--- src/rtl/gf_mult_state.sv ---
`default_nettype none
// ============================================================================
// Module   : gf_mult_state
// Brief    : Iterative per-lane GF(2^8) multiplier, Horner MSB-first, valid/ready.
// Revision : 1.0
// ============================================================================
module gf_mult_state #(
  parameter int         NUM_BYTES      = 16,
  parameter logic [7:0] POLY           = 8'h1B,
  parameter int         BITS_PER_CYCLE = 1
) (
  input  logic                   clk,
  input  logic                   rst,
  input  logic                   in_valid,
  output logic                   in_ready,
  input  logic [8*NUM_BYTES-1:0] data_in,
  input  logic [8*NUM_BYTES-1:0] coeff_in,
  output logic                   out_valid,
  input  logic                   out_ready,
  output logic [8*NUM_BYTES-1:0] data_out,
  output logic                   busy
);

  localparam int STEPS = 8 / BITS_PER_CYCLE;
  localparam int CNT_W = $clog2(STEPS) + 1;
  localparam logic [CNT_W-1:0] C_LAST_STEP = CNT_W'(STEPS - 1);

  generate
    if (!(BITS_PER_CYCLE == 1 || BITS_PER_CYCLE == 2 ||
          BITS_PER_CYCLE == 4 || BITS_PER_CYCLE == 8)) begin : g_bad_bpc
      $error("gf_mult_state: BITS_PER_CYCLE must be 1, 2, 4 or 8");
    end
  endgenerate

  typedef enum logic [1:0] {
    S_IDLE = 2'd0,
    S_CALC = 2'd1,
    S_DONE = 2'd2
  } state_t;

  state_t                   r_state;
  logic [8*NUM_BYTES-1:0]   r_a;
  logic [8*NUM_BYTES-1:0]   r_b;
  logic [8*NUM_BYTES-1:0]   r_acc;
  logic [CNT_W-1:0]         r_cnt;
  logic [8*NUM_BYTES-1:0]   w_acc_nxt;
  logic [8*NUM_BYTES-1:0]   w_b_nxt;
  logic                     w_accept;

  function automatic logic [7:0] xtime(input logic [7:0] v);
    return {v[6:0], 1'b0} ^ (v[7] ? POLY : 8'h00);
  endfunction

  // One cycle of work: BITS_PER_CYCLE cascaded Horner steps, returns {acc, b}.
  function automatic logic [15:0] lane_step(input logic [7:0] acc_in,
                                            input logic [7:0] a,
                                            input logic [7:0] b_in);
    logic [7:0] acc;
    logic [7:0] b;
    acc = acc_in;
    b   = b_in;
    for (int k = 0; k < BITS_PER_CYCLE; k++) begin
      acc = xtime(acc) ^ (b[7] ? a : 8'h00);
      b   = {b[6:0], 1'b0};
    end
    return {acc, b};
  endfunction

  generate
    for (genvar l = 0; l < NUM_BYTES; l++) begin : g_lane
      assign {w_acc_nxt[8*l +: 8], w_b_nxt[8*l +: 8]} =
        lane_step(r_acc[8*l +: 8], r_a[8*l +: 8], r_b[8*l +: 8]);
    end
  endgenerate

  assign in_ready  = !rst && ((r_state == S_IDLE) ||
                              ((r_state == S_DONE) && out_ready));
  assign w_accept  = in_valid && in_ready;
  assign out_valid = (r_state == S_DONE);
  assign busy      = (r_state == S_CALC);
  assign data_out  = r_acc;

  always_ff @(posedge clk or posedge rst) begin
    if (rst) begin
      r_state <= S_IDLE;
      r_a     <= '0;
      r_b     <= '0;
      r_acc   <= '0;
      r_cnt   <= '0;
    end else begin
      case (r_state)
        S_IDLE, S_DONE: begin
          if (w_accept) begin
            r_a     <= data_in;
            r_b     <= coeff_in;
            r_acc   <= '0;
            r_cnt   <= '0;
            r_state <= S_CALC;
          end else if (r_state == S_DONE && out_ready) begin
            r_state <= S_IDLE;
          end
        end
        S_CALC: begin
          r_acc <= w_acc_nxt;
          r_b   <= w_b_nxt;
          r_cnt <= r_cnt + 1'b1;
          if (r_cnt == C_LAST_STEP) begin
            r_state <= S_DONE;
          end
        end
        default: r_state <= S_IDLE;
      endcase
    end
  end

endmodule
`default_nettype wire

--- config.mk ---
export PLATFORM = sky130hd
export DESIGN_NAME = gf_mult_state
export DESIGN_NICKNAME = d
export VERILOG_FILES = /design/src/rtl/gf_mult_state.sv
export SDC_FILE = /design/constraint.sdc
export NUM_CORES = 1
export LEC_CHECK = 0
export CAP_MARGIN = 10
export CORE_AREA = 3 3 220 222
export DETAILED_ROUTE_END_ITERATION = 8
export DIE_AREA = 0 0 223 225
export HOLD_SLACK_MARGIN = 0.03
export PLACE_DENSITY_LB_ADDON = 0.25
export SYNTH_ARGS = -nofsm -noshare
export SYNTH_HDL_FRONTEND = slang
export SYNTH_SLANG_ARGS = --single-unit
export TNS_END_PERCENT = 1
--- constraint.sdc ---
create_clock -name clk -period 25.1 [get_ports clk]
set_input_delay 5.02 -clock clk [delete_from_list [all_inputs] [get_ports clk]]
set_output_delay 5.02 -clock clk [all_outputs]
set_load 0.005 [all_outputs]
# Word level (Yosys, flattened, before mapping)
# Cells that the tools add are included.
# totals
reg_bits,390
latch_bits,0
ramBits,0
mem_bits_ro,0
input_bits,260
out_inout_bits,131
elab_cells,97
memories,0
# classes
add_sub_neg,1
n_mul,0
n_div,0
n_lt_le_gt_ge,0
n_eq_ne,6
shift,0
n_mux,42
bitwise_logic,32
reduce_logical,11
# ops
op,n
$pmux W128 S2,2
$mux W128,2
$mux W8,16
$xor A8 B5 Y8,16
$xor A8 B8 Y8,16
$mux W5,16
$pmux W4 S2,1
$mux W2,3
$reduce_and A2 Y1,3
$add A4 B1 Y4 const B,1
$eq A4 B3 Y1 const B,1
$mux W4,1
$pmux W2 S2,1
$logic_and A1 B1 Y1,3
$ne A3 B3 Y1 const B,1
$eq A2 B1 Y1 const B,1
$eq A2 B2 Y1 const B,1
$logic_not A2 Y1,1
$ne A2 B1 Y1 const B,1
$ne A2 B2 Y1 const B,1
$reduce_bool A2 Y1,1
$reduce_or A2 Y1,1
$logic_not A1 Y1,1
$logic_or A1 B1 Y1,1

# Longest topological paths before layout
# Gate-level depths: netlist of run 1.
# logic_depth
depth_word,7
mapped_depth,7
ltp_nobuf,4

# Worst setup path after synthesis of run 1
# OpenSTA, ideal clock, no wires.
# synth_path
kind,in2out
start,input port rst
end,output port in_ready
arrival_time_ns,5.861
required_time_ns,20.080
slack_ns,14.219
cell_stages,5
n_path_buf,3
cell_sequence,or2_1 > buf_2 > buf_2 > buf_1 > nor2_1
# synth_via
elab_chain_cells,2
# synth_lines
element,line_no,rtl
start: declaration,13,"input logic rst,"
$logic_not A1 Y1 (no source line),--,
$logic_and A1 B1 Y1,76,assign in_ready = !rst && ((r_state == S_IDLE) ||
end: declaration,15,"output logic in_ready,"
# Every way passes these cells.

# Worst setup path after layout of run 1
# Ends and elaborated chain as after synthesis.

==> results of run 1 <==
==> worst register-to-register path: stages, from the launching register on <==
cell     delay, ns
dfrtp_1       0.48
or2_4         0.46
nor3_4        0.72
buf_12        0.62
buf_4         1.08
mux2_1        0.46
==> through the flow <==
stage,util [%],instances
2_1_floorplan,-,1804
3_3_place_gp,48.5,2622
3_5_place_dp,48.5,2622
4_1_cts,51.9,2701
5_1_grt,51.9,2702
6_report,51.9,2704
==> path summary, 6_finish.rpt <==
| path | startpoint | end | slack (ns) | cells after the start |
|---|---|---|---|---|
| worst max-delay path | rst | in_ready | 13.29 | 4 |
| worst min-delay path | r_a[15] | r_a[15] | 0.48 | 1 |
| worst max register to register | r_state[0] | r_a[26] | 21.16 | 5 |
| worst min register to register | r_a[15] | r_a[15] | 0.48 | 1 |
| max in group asynchronous | rst | data_out[64] | 17.58 | 4 |
| min in group asynchronous | rst | r_b[120] | 5.10 | 2 |
==> flip-flops by register name (all words and copies together) (netlist names) <==
register / flops
data_out: 128
r_cnt: 4
r_b: 128
r_a: 128
r_state: 2
==> cell families (layout without fill, tap and decap cells) <==
group / Yosys count / count (layout) / synth area share (%)
AO/OA/AOI/OAI: 488 / 488 / 17.8
XOR/XNOR: 176 / 176 / 8.28
adder cells (fa/ha/maj): 1 / 1 / 0.0672
buffers and inverters: 202 / 492 / 4.86
flip-flops: 390 / 390 / 52.4
multiplexers: 128 / 128 / 7.74
other: 0 / 3 / 0
AND/OR/NAND/NOR: 419 / 419 / 8.85
==> placed cells by master (no fill, tap or decap), types with 2 or more instances in the layout <==
cell type,instances
clkdlybuf4s50_1,389
nand3_1,2
dfrtp_1,390
nand2_1,276
xnor2_1,96
clkbuf_1,6
xor2_1,80
mux2_1,120
a41oi_1,112
clkbuf_16,45
buf_4,19
o21ai_0,21
nor2b_1,3
nand2b_4,2
inv_6,2
nor2_1,114
clkbuf_8,8
clkinv_2,8
nand4_1,16
bufinv_16,8
a21oi_1,112
clkinvlp_4,3
o31ai_1,112
diode_2,3
o22ai_1,128
mux2_2,8
==> layout make-up <==
class / count / area [um^2]
Inverter: 4 / 26.3
Sequential cell: 390 / 9760
Fill cell: 4158 / 22400
Multi-Input combinational cell: 1212 / 7990
Antenna cell: 3 / 7.51
Timing Repair Buffer: 409 / 4060
Clock buffer: 59 / 1260
Clock inverter: 20 / 315
Tap cell: 607 / 759
==> power groups by stage <==
stage / combinational, uW / sequential (uW) / clock, uW
global route: 1560 / 1260 / 744
detailed placement: 1400 / 1220 / 0
finish: 1400 / 1210 / 697
floorplan: 1020 / 1120 / 0
global placement: 1360 / 1210 / 0
CTS: 1410 / 1210 / 717
==> per-layer routing <==
layer | vias up | track usage (%) | part of all wire, %
met2 | 493 | 31.2 | 46
li1 | 6940 | - | -
met1 | 7389 | 29.3 | 45
met5 | - | 0 | 0.073
met4 | 6 | 6.36 | 2.6
met3 | 91 | 4.05 | 6.6
==> results.sh, run 1 <==
export IMPL_synth_nets=2065
export IMPL_rows=79
export IMPL_die_area_um2=50200
export IMPL_crit_type="in2out"
export IMPL_drive_gt1_share_pct=5.25
export IMPL_cp_buffers_inverters=2
export IMPL_setup_viol=0
export IMPL_synth_distinct_cells=31
export IMPL_viasPerCell=5.52
export IMPL_io_pins=391
export IMPL_sw_frac_of_total_pct=36.2
export IMPL_start_util_pct=40.0
export IMPL_synth_top_area_share_pct=52.4
export IMPL_worst_slack_ns=13.29
export IMPL_drv_slew=0
export IMPL_ctsHoldBuffers=0
export IMPL_max_slew_margin_pct=32.0
export IMPL_power_density_nw_per_um2=137
export IMPL_h_tree_depth=2
export IMPL_finalClockSkew_ns=0.0134
export IMPL_nets=2322
export IMPL_power_uw=3310
export IMPL_overflow=0
export IMPL_yosysWarnings=0
export IMPL_worstSkewPairLatency_ns=0.56
export IMPL_hold_viol_final=0
export IMPL_cts_resized=0
export IMPL_power_switching_uw=1200
export IMPL_yosysTopAreaCell="dfrtp_1"
export IMPL_synth_seq_area_share_pct=52.4
export IMPL_dpl_instance_area_um2=22600
export IMPL_cts_sinks=390
export IMPL_crit_family="buffers and inverters"
export IMPL_cts_root_buffer="clkbuf_16"
export IMPL_cp_slowest_cell="clkdlybuf4s50_1"
export IMPL_die_h_um=225
export IMPL_crit_path_start_kind="primary input"
export IMPL_slowest_delay_ns=0.65
export IMPL_p_int_uw=2110
export IMPL_die_width_um=223
export IMPL_pwr_share_comb_pct=42.3
export IMPL_dp_worst_setup_slack_ns=13.28
export IMPL_grt_max_degree=174
export IMPL_cts_tree="built"
export IMPL_drt_iter0_markers=1458
export IMPL_holdWs_ns=0.483
export IMPL_grt_pass1_vias=14800
export IMPL_clkTransAtPathRegs_ns=0.05
export IMPL_synthTopCellsByArea="dfrtp_1 52%, mux2_1 7.3%, nand2_1 5.6%"
export IMPL_synth_cells=1804
export IMPL_core_um2=46600
export IMPL_vdd_drop_max_uv=92.7
export IMPL_syn_to_final_growth_pct=29.8
export IMPL_synth_async_reset_ratio_pct=100
export IMPL_path_cells="clkdlybuf4s50_1 > or2_4 > nor2_1 > clkdlybuf4s50_1"
export IMPL_synth_seq_cells=390
export IMPL_routedWlPerCell_um=19.4
export IMPL_gp_congestion=0.810
export IMPL_cts_setup_buffers=0
export IMPL_timing_final_crit_share_pct=47.0
export IMPL_min_period_ns=11.81
export IMPL_syn_area_um2=18600
export IMPL_cp_max_fo=38
export IMPL_netlist_top_cells_count="390 x dfrtp_1, 276 x nand2_1, 139 x clkbuf_1"
export IMPL_rsz0062_at_grt="false"
export IMPL_grt_pass1_wl_um=83300
export IMPL_hp_class="reg2reg"
export IMPL_port_buffers=390
export IMPL_firstDrtPassIters=5
export IMPL_numCtsBuffers=44
export IMPL_cpMostUsedCell="clkdlybuf4s50_1"
export IMPL_cap_violations=0
export IMPL_synth_edff_count=0
export IMPL_arrival_ns=6.79
export IMPL_outcome="complete, no violations"
export IMPL_place_hpwl_um=33300
export IMPL_end_kind="output port"
export IMPL_cp_required_ns=20.08
export IMPL_fin_area_um2=24200
export IMPL_drc=0
export IMPL_vias=14900
export IMPL_wl_um=52300
export IMPL_p_clk_share_pct=21.1
export IMPL_drtAntennaViolNets=0
export IMPL_synth_most_common_cell="dfrtp_1"
export IMPL_tightest_slew_ns=1.02
export IMPL_antenna_found_initial=6
export IMPL_seqPwrFrac_pct=36.7
export IMPL_setup_tns_ns=0
export IMPL_syn_area_per_cell_um2=10.3
export IMPL_grtUsageTotal_pct=20.4
export IMPL_clockBufferDepth=3
export IMPL_fmax_mhz=84.7
export IMPL_synth_ff_type="dfrtp_1"
export IMPL_leakagePower_uw=0.00966
No activity file was read; power rests on OpenSTA's default activity.
==> run 2: changes to the inputs <==
==> constraint.sdc (replaced) <==
create_clock -name clk -period 10.4 [get_ports clk]
set_input_delay 2.08 -clock clk [delete_from_list [all_inputs] [get_ports clk]]
set_output_delay 2.08 -clock clk [all_outputs]
set_load 0.005 [all_outputs]
==> run 2 against run 1 <==
  * Routed wire length down 0.19%
  * Sequential share of layout area about the same
  * Highest routed layer unchanged
  * Die area did not move
  * First-iteration DRC count decreased by 11%
  * Clock power up 140%
  * Power is 140% higher
  * Non-clock buffer count fell by 1
  * Cell area is essentially flat
  * Setup slack worse by 9.0 ns
  * Register-to-register slack got worse by 14 ns
  * Combinational power up 140%
==> results.sh, run 2 (same netlist as run 1, synthesis figures left out) <==
export IMPL_outcome="complete, no violations"
export IMPL_viasPerCell=5.53
export IMPL_setup_tns_ns=0
export IMPL_finalClockSkew_ns=0.0240
export IMPL_start_util_pct=40.0
export IMPL_cp_slowest_cell="nor2b_4"
export IMPL_clkTransAtPathRegs_ns=0.06
export IMPL_reg2reg_slack_ns=6.98
export IMPL_end_kind="output port"
export IMPL_worst_slack_ns=4.34
export IMPL_h_tree_depth=2
export IMPL_power_density_nw_per_um2=329
export IMPL_wl_met3_um=3140
export IMPL_die_area_um2=50200
export IMPL_min_period_ns=6.06
export IMPL_num_fill_cells=4160
export IMPL_arrival_ns=3.98
export IMPL_drc=0
export IMPL_wl_um=52300
export IMPL_rsz0062_at_grt="false"
export IMPL_core_um2=46600
export IMPL_dr_wl_met2_um=23900
export IMPL_fin_area_um2=24200
export IMPL_vias=15000
export IMPL_path_cells="clkdlybuf4s50_1 > nor2b_4 > nor2_1 > clkdlybuf4s50_1"
export IMPL_cts_sinks=390
export IMPL_wl_met1_um=23800
export IMPL_crit_family="buffers and inverters"
export IMPL_final_core_util_pct=51.9
export IMPL_place_hpwl_um=33500
export IMPL_gp_congestion=0.801
export IMPL_slowest_delay_ns=0.80
export IMPL_grt_pass1_vias=14800
export IMPL_cts_root_buffer="clkbuf_16"
export IMPL_clockBufferDepth=3
export IMPL_fmax_mhz=165
export IMPL_routedWlPerCell_um=19.3
export IMPL_rows=79
export IMPL_drv_slew=0
export IMPL_cp_buffers_inverters=2
export IMPL_numCtsBuffers=44
export IMPL_leakagePower_uw=0.00966
export IMPL_antenna_found_initial=6
export IMPL_crit_path_start_kind="primary input"
export IMPL_cp_required_ns=8.32
export IMPL_grt_pass1_wl_um=82600
export IMPL_cts_setup_buffers=0
export IMPL_tightest_slew_ns=1.08
export IMPL_cpMostUsedCell="clkdlybuf4s50_1"
export IMPL_overflow=0
export IMPL_final_common_cell="dfrtp_1"
export IMPL_drive_gt1_share_pct=5.11
export IMPL_cp_max_fo=40
export IMPL_grtUsageTotal_pct=20.2
export IMPL_cts_tree="built"
export IMPL_crit_type="in2out"
export IMPL_port_buffers=390
export IMPL_dpl_instance_area_um2=22600
export IMPL_worstSkewPairLatency_ns=0.58
export IMPL_die_width_um=223
export IMPL_cts_resized=0
export IMPL_hold_viol_final=0
export IMPL_dp_worst_setup_slack_ns=4.30
export IMPL_ctsHoldBuffers=0
export IMPL_top_layer="met5"
export IMPL_vdd_drop_max_uv=204
export IMPL_drtAntennaViolNets=0
export IMPL_nets=2321
export IMPL_max_slew_margin_pct=27.7
export IMPL_timing_final_crit_share_pct=58.3
export IMPL_cap_violations=0
export IMPL_die_h_um=225
export IMPL_drt_iter0_markers=1304
export IMPL_io_pins=391
export IMPL_firstDrtPassIters=5
export IMPL_hp_class="reg2reg"
export IMPL_syn_to_final_growth_pct=29.8
export IMPL_grt_max_degree=169
export IMPL_power_uw=7960
export IMPL_setup_viol=0
export IMPL_final_cell_mix="390 x dfrtp_1, 389 x clkdlybuf4s50_1, 276 x nand2_1, 128 x o22ai_1, 120 x mux2_1"
-- run 2: cell types whose count changed in the layout (fill, tap and decap cells not counted) --
cell,before,now
clkbuf_1,6,10
inv_6,2,0
clkinvlp_4,3,1
bufinv_16,8,4
clkinv_2,8,5
buf_12,1,2
clkbuf_8,8,16
clkbuf_16,45,46
inv_8,1,0
diode_2,3,4
clkinv_8,0,1
buf_4,19,17
-- run 2: per-stage QoR --
stage,std cells,hold slack (ns)
5_1_grt,2703,0.500
3_5_place_dp,2621,0.475
4_1_cts,2702,0.487
2_1_floorplan,1804,0.458
6_report,2706,0.481
3_3_place_gp,2621,0.467
-- run 2: area by class of cell --
type                       count  area, um^2  share of cell area (%)
sequential                   390        9760                    40.4
clock inverter                 9         156                   0.647
tap                          607         759                    3.14
antenna                        4        10.0                  0.0414
multi-input combinational   1212        7990                    33.1
clock buffer                  72        1410                    5.83
inverter                       4        22.5                  0.0932
timing repair buffer         408        4060                    16.8
-- run 2: final timing paths --
kind	end	start	cells after the start
worst max-delay path	in_ready	out_ready	4
worst min register to register	r_a[67]	r_a[67]	1
worst min-delay path	r_a[67]	r_a[67]	1
worst max register to register	r_a[124]	r_state[0]	5
max in group asynchronous	data_out[66]	rst	4
min in group asynchronous	r_state[1]	rst	2
-- run 2: where the power goes --
group | internal, uW | switching, uW
logic | 1750 | 1620
clock network | 1020 | 633
registers | 2290 | 641
total | 5060 | 2900
-- run 2: routing by layer --
metal	up-vias	GRT usage, %
met1	7461	28.9
met5	-	0
li1	6973	-
met2	435	31.1
met4	6	6.32
met3	77	4.27
==> run 3: changes to the inputs <==
==> constraint.sdc (replaced) <==
create_clock -name clk -period 5.08 [get_ports clk]
set_input_delay 1.016 -clock clk [delete_from_list [all_inputs] [get_ports clk]]
set_output_delay 1.016 -clock clk [all_outputs]
set_load 0.005 [all_outputs]
==> run 3 against run 2 <==
  * Cell area is essentially flat
  * Non-clock buffer count rose by 3
  * Clock-buffer cell count shrank 7
  * Critical path depth did not move
  * First-iteration DRC count up 3.4%
  * Via count increased by 0.39%
  * Routed wire length is 0.70% higher
  * Highest routed layer unchanged
  * Hold slack improved by 0.0017 ns
  * Sequential share of layout area hardly changed
  * Combinational power is 110% higher
  * Largest cell class unchanged
  * Utilization about the same
  * Flip-flop and latch count did not move
  * Largest power group unchanged
==> results.sh, run 3 (same netlist as run 1, synthesis figures left out) <==
export IMPL_outcome="complete, no violations"
export IMPL_cts_resized=0
export IMPL_slowest_delay_ns=0.59
export IMPL_drc=0
export IMPL_grt_pass1_wl_um=83400
export IMPL_vdd_drop_max_uv=554
export IMPL_core_um2=46600
export IMPL_start_util_pct=40.0
export IMPL_crit_path_start_kind="primary input"
export IMPL_cp_max_fo=47
export IMPL_final_common_cell="dfrtp_1"
export IMPL_timing_final_crit_share_pct=75.1
export IMPL_cp_slowest_cell="clkdlybuf4s50_1"
export IMPL_rows=79
export IMPL_power_density_nw_per_um2=667
export IMPL_routedWlPerCell_um=19.5
export IMPL_cts_sinks=390
export IMPL_h_tree_depth=2
export IMPL_place_hpwl_um=33500
export IMPL_fmax_mhz=262
export IMPL_setup_viol=0
export IMPL_clkTransAtPathRegs_ns=0.06
export IMPL_viasPerCell=5.55
export IMPL_holdWs_ns=0.483
export IMPL_ctsHoldBuffers=0
export IMPL_rsz0062_at_grt="false"
export IMPL_grtUsageTotal_pct=20.5
export IMPL_leakagePower_uw=0.00965
export IMPL_num_fill_cells=4160
export IMPL_worstSkewPairLatency_ns=0.57
export IMPL_wl_um=52600
export IMPL_port_buffers=390
export IMPL_vias=15000
export IMPL_tightest_slew_ns=0.979
export IMPL_cts_setup_buffers=0
export IMPL_die_h_um=225
export IMPL_drtAntennaViolNets=0
export IMPL_grt_max_degree=205
export IMPL_numCtsBuffers=45
export IMPL_cp_required_ns=4.06
export IMPL_die_width_um=223
export IMPL_grt_pass1_vias=14700
export IMPL_crit_type="in2out"
export IMPL_die_area_um2=50200
export IMPL_final_core_util_pct=51.9
export IMPL_power_uw=16100
export IMPL_cts_tree="built"
export IMPL_finalClockSkew_ns=0.0140
export IMPL_hp_class="reg2reg"
export IMPL_antenna_found_initial=9
export IMPL_overflow=0
export IMPL_end_kind="output port"
export IMPL_final_cell_mix="390 x dfrtp_1, 389 x clkdlybuf4s50_1, 276 x nand2_1, 128 x o22ai_1, 120 x mux2_1"
export IMPL_arrival_ns=2.80
export IMPL_drt_iter0_markers=1348
export IMPL_hold_viol_final=0
export IMPL_syn_to_final_growth_pct=29.7
export IMPL_drive_gt1_share_pct=4.96
export IMPL_firstDrtPassIters=7
export IMPL_path_cells="clkdlybuf4s50_1 > or2_4 > nor2_1 > clkdlybuf4s50_1"
export IMPL_setup_tns_ns=0
export IMPL_cpMostUsedCell="clkdlybuf4s50_1"
export IMPL_gp_congestion=0.800
export IMPL_cts_root_buffer="clkbuf_16"
export IMPL_nets=2325
export IMPL_max_slew_margin_pct=34.7
export IMPL_min_period_ns=3.82
export IMPL_clockBufferDepth=3
export IMPL_crit_family="buffers and inverters"
export IMPL_drv_slew=0
export IMPL_cp_buffers_inverters=2
export IMPL_io_pins=391
export IMPL_cap_violations=0
==> run 3: stage by stage <==
step                      setup WS (ns)  cell area [um^2]  std cells
after floorplan                   -1.18             18600       1804
after global placement             1.27             22700       2624
after detailed placement           1.28             22700       2624
after CTS                          1.28             24200       2702
after global routing               1.20             24200       2704
final                              1.26             24200       2704
==> run 3: worst paths after layout <==
check | start | to | slack [ns] | cells past startpoint
hold / removal | r_a[21] | r_a[21] | 0.48 | 1
min in group asynchronous | rst | r_b[75] | 0.81 | 2
max in group asynchronous | rst | data_out[15] | 3.28 | 3
hold reg to reg | r_a[21] | r_a[21] | 0.48 | 1
setup / recovery | rst | in_ready | 1.26 | 4
setup reg to reg | r_state[1] | data_out[6] | 2.22 | 5
==> run 3: final cells by class <==
class / instances / area (um^2) / share of cell area [%]
flip-flops and latches: 390 / 9760 / 40.4
multi-input cells: 1212 / 7990 / 33.1
repair buffers: 411 / 4170 / 17.3
clock buffers: 65 / 1290 / 5.36
well taps: 607 / 759 / 3.14
clock inverters: 13 / 151 / 0.627
inverters: 4 / 22.5 / 0.0932
diodes: 2 / 5.00 / 0.0207
==> run 3: worst register-to-register path, delay by kind of cell (launching register included) <==
family / cells / cell delay (ns)
flops: 1 / 0.43
buf+inv: 2 / 1.41
simple gates: 2 / 0.72
compound gates: 1 / 0.20
==> run 3: report_power, final <==
part           switching, uW  internal [uW]  leakage [uW]
clock                   1280           1920      0.000713
combinational           3310           3600       0.00428
sequential              1330           4700       0.00466
==> run 3: routing by layer <==
layer | up-vias | track usage [%] | part of all wire, %
met2 | 495 | 31.3 | 46
met5 | - | 0 | 0.12
li1 | 6957 | - | -
met3 | 86 | 4.31 | 6.2
met4 | 10 | 6.52 | 2.5
met1 | 7463 | 29.3 | 45
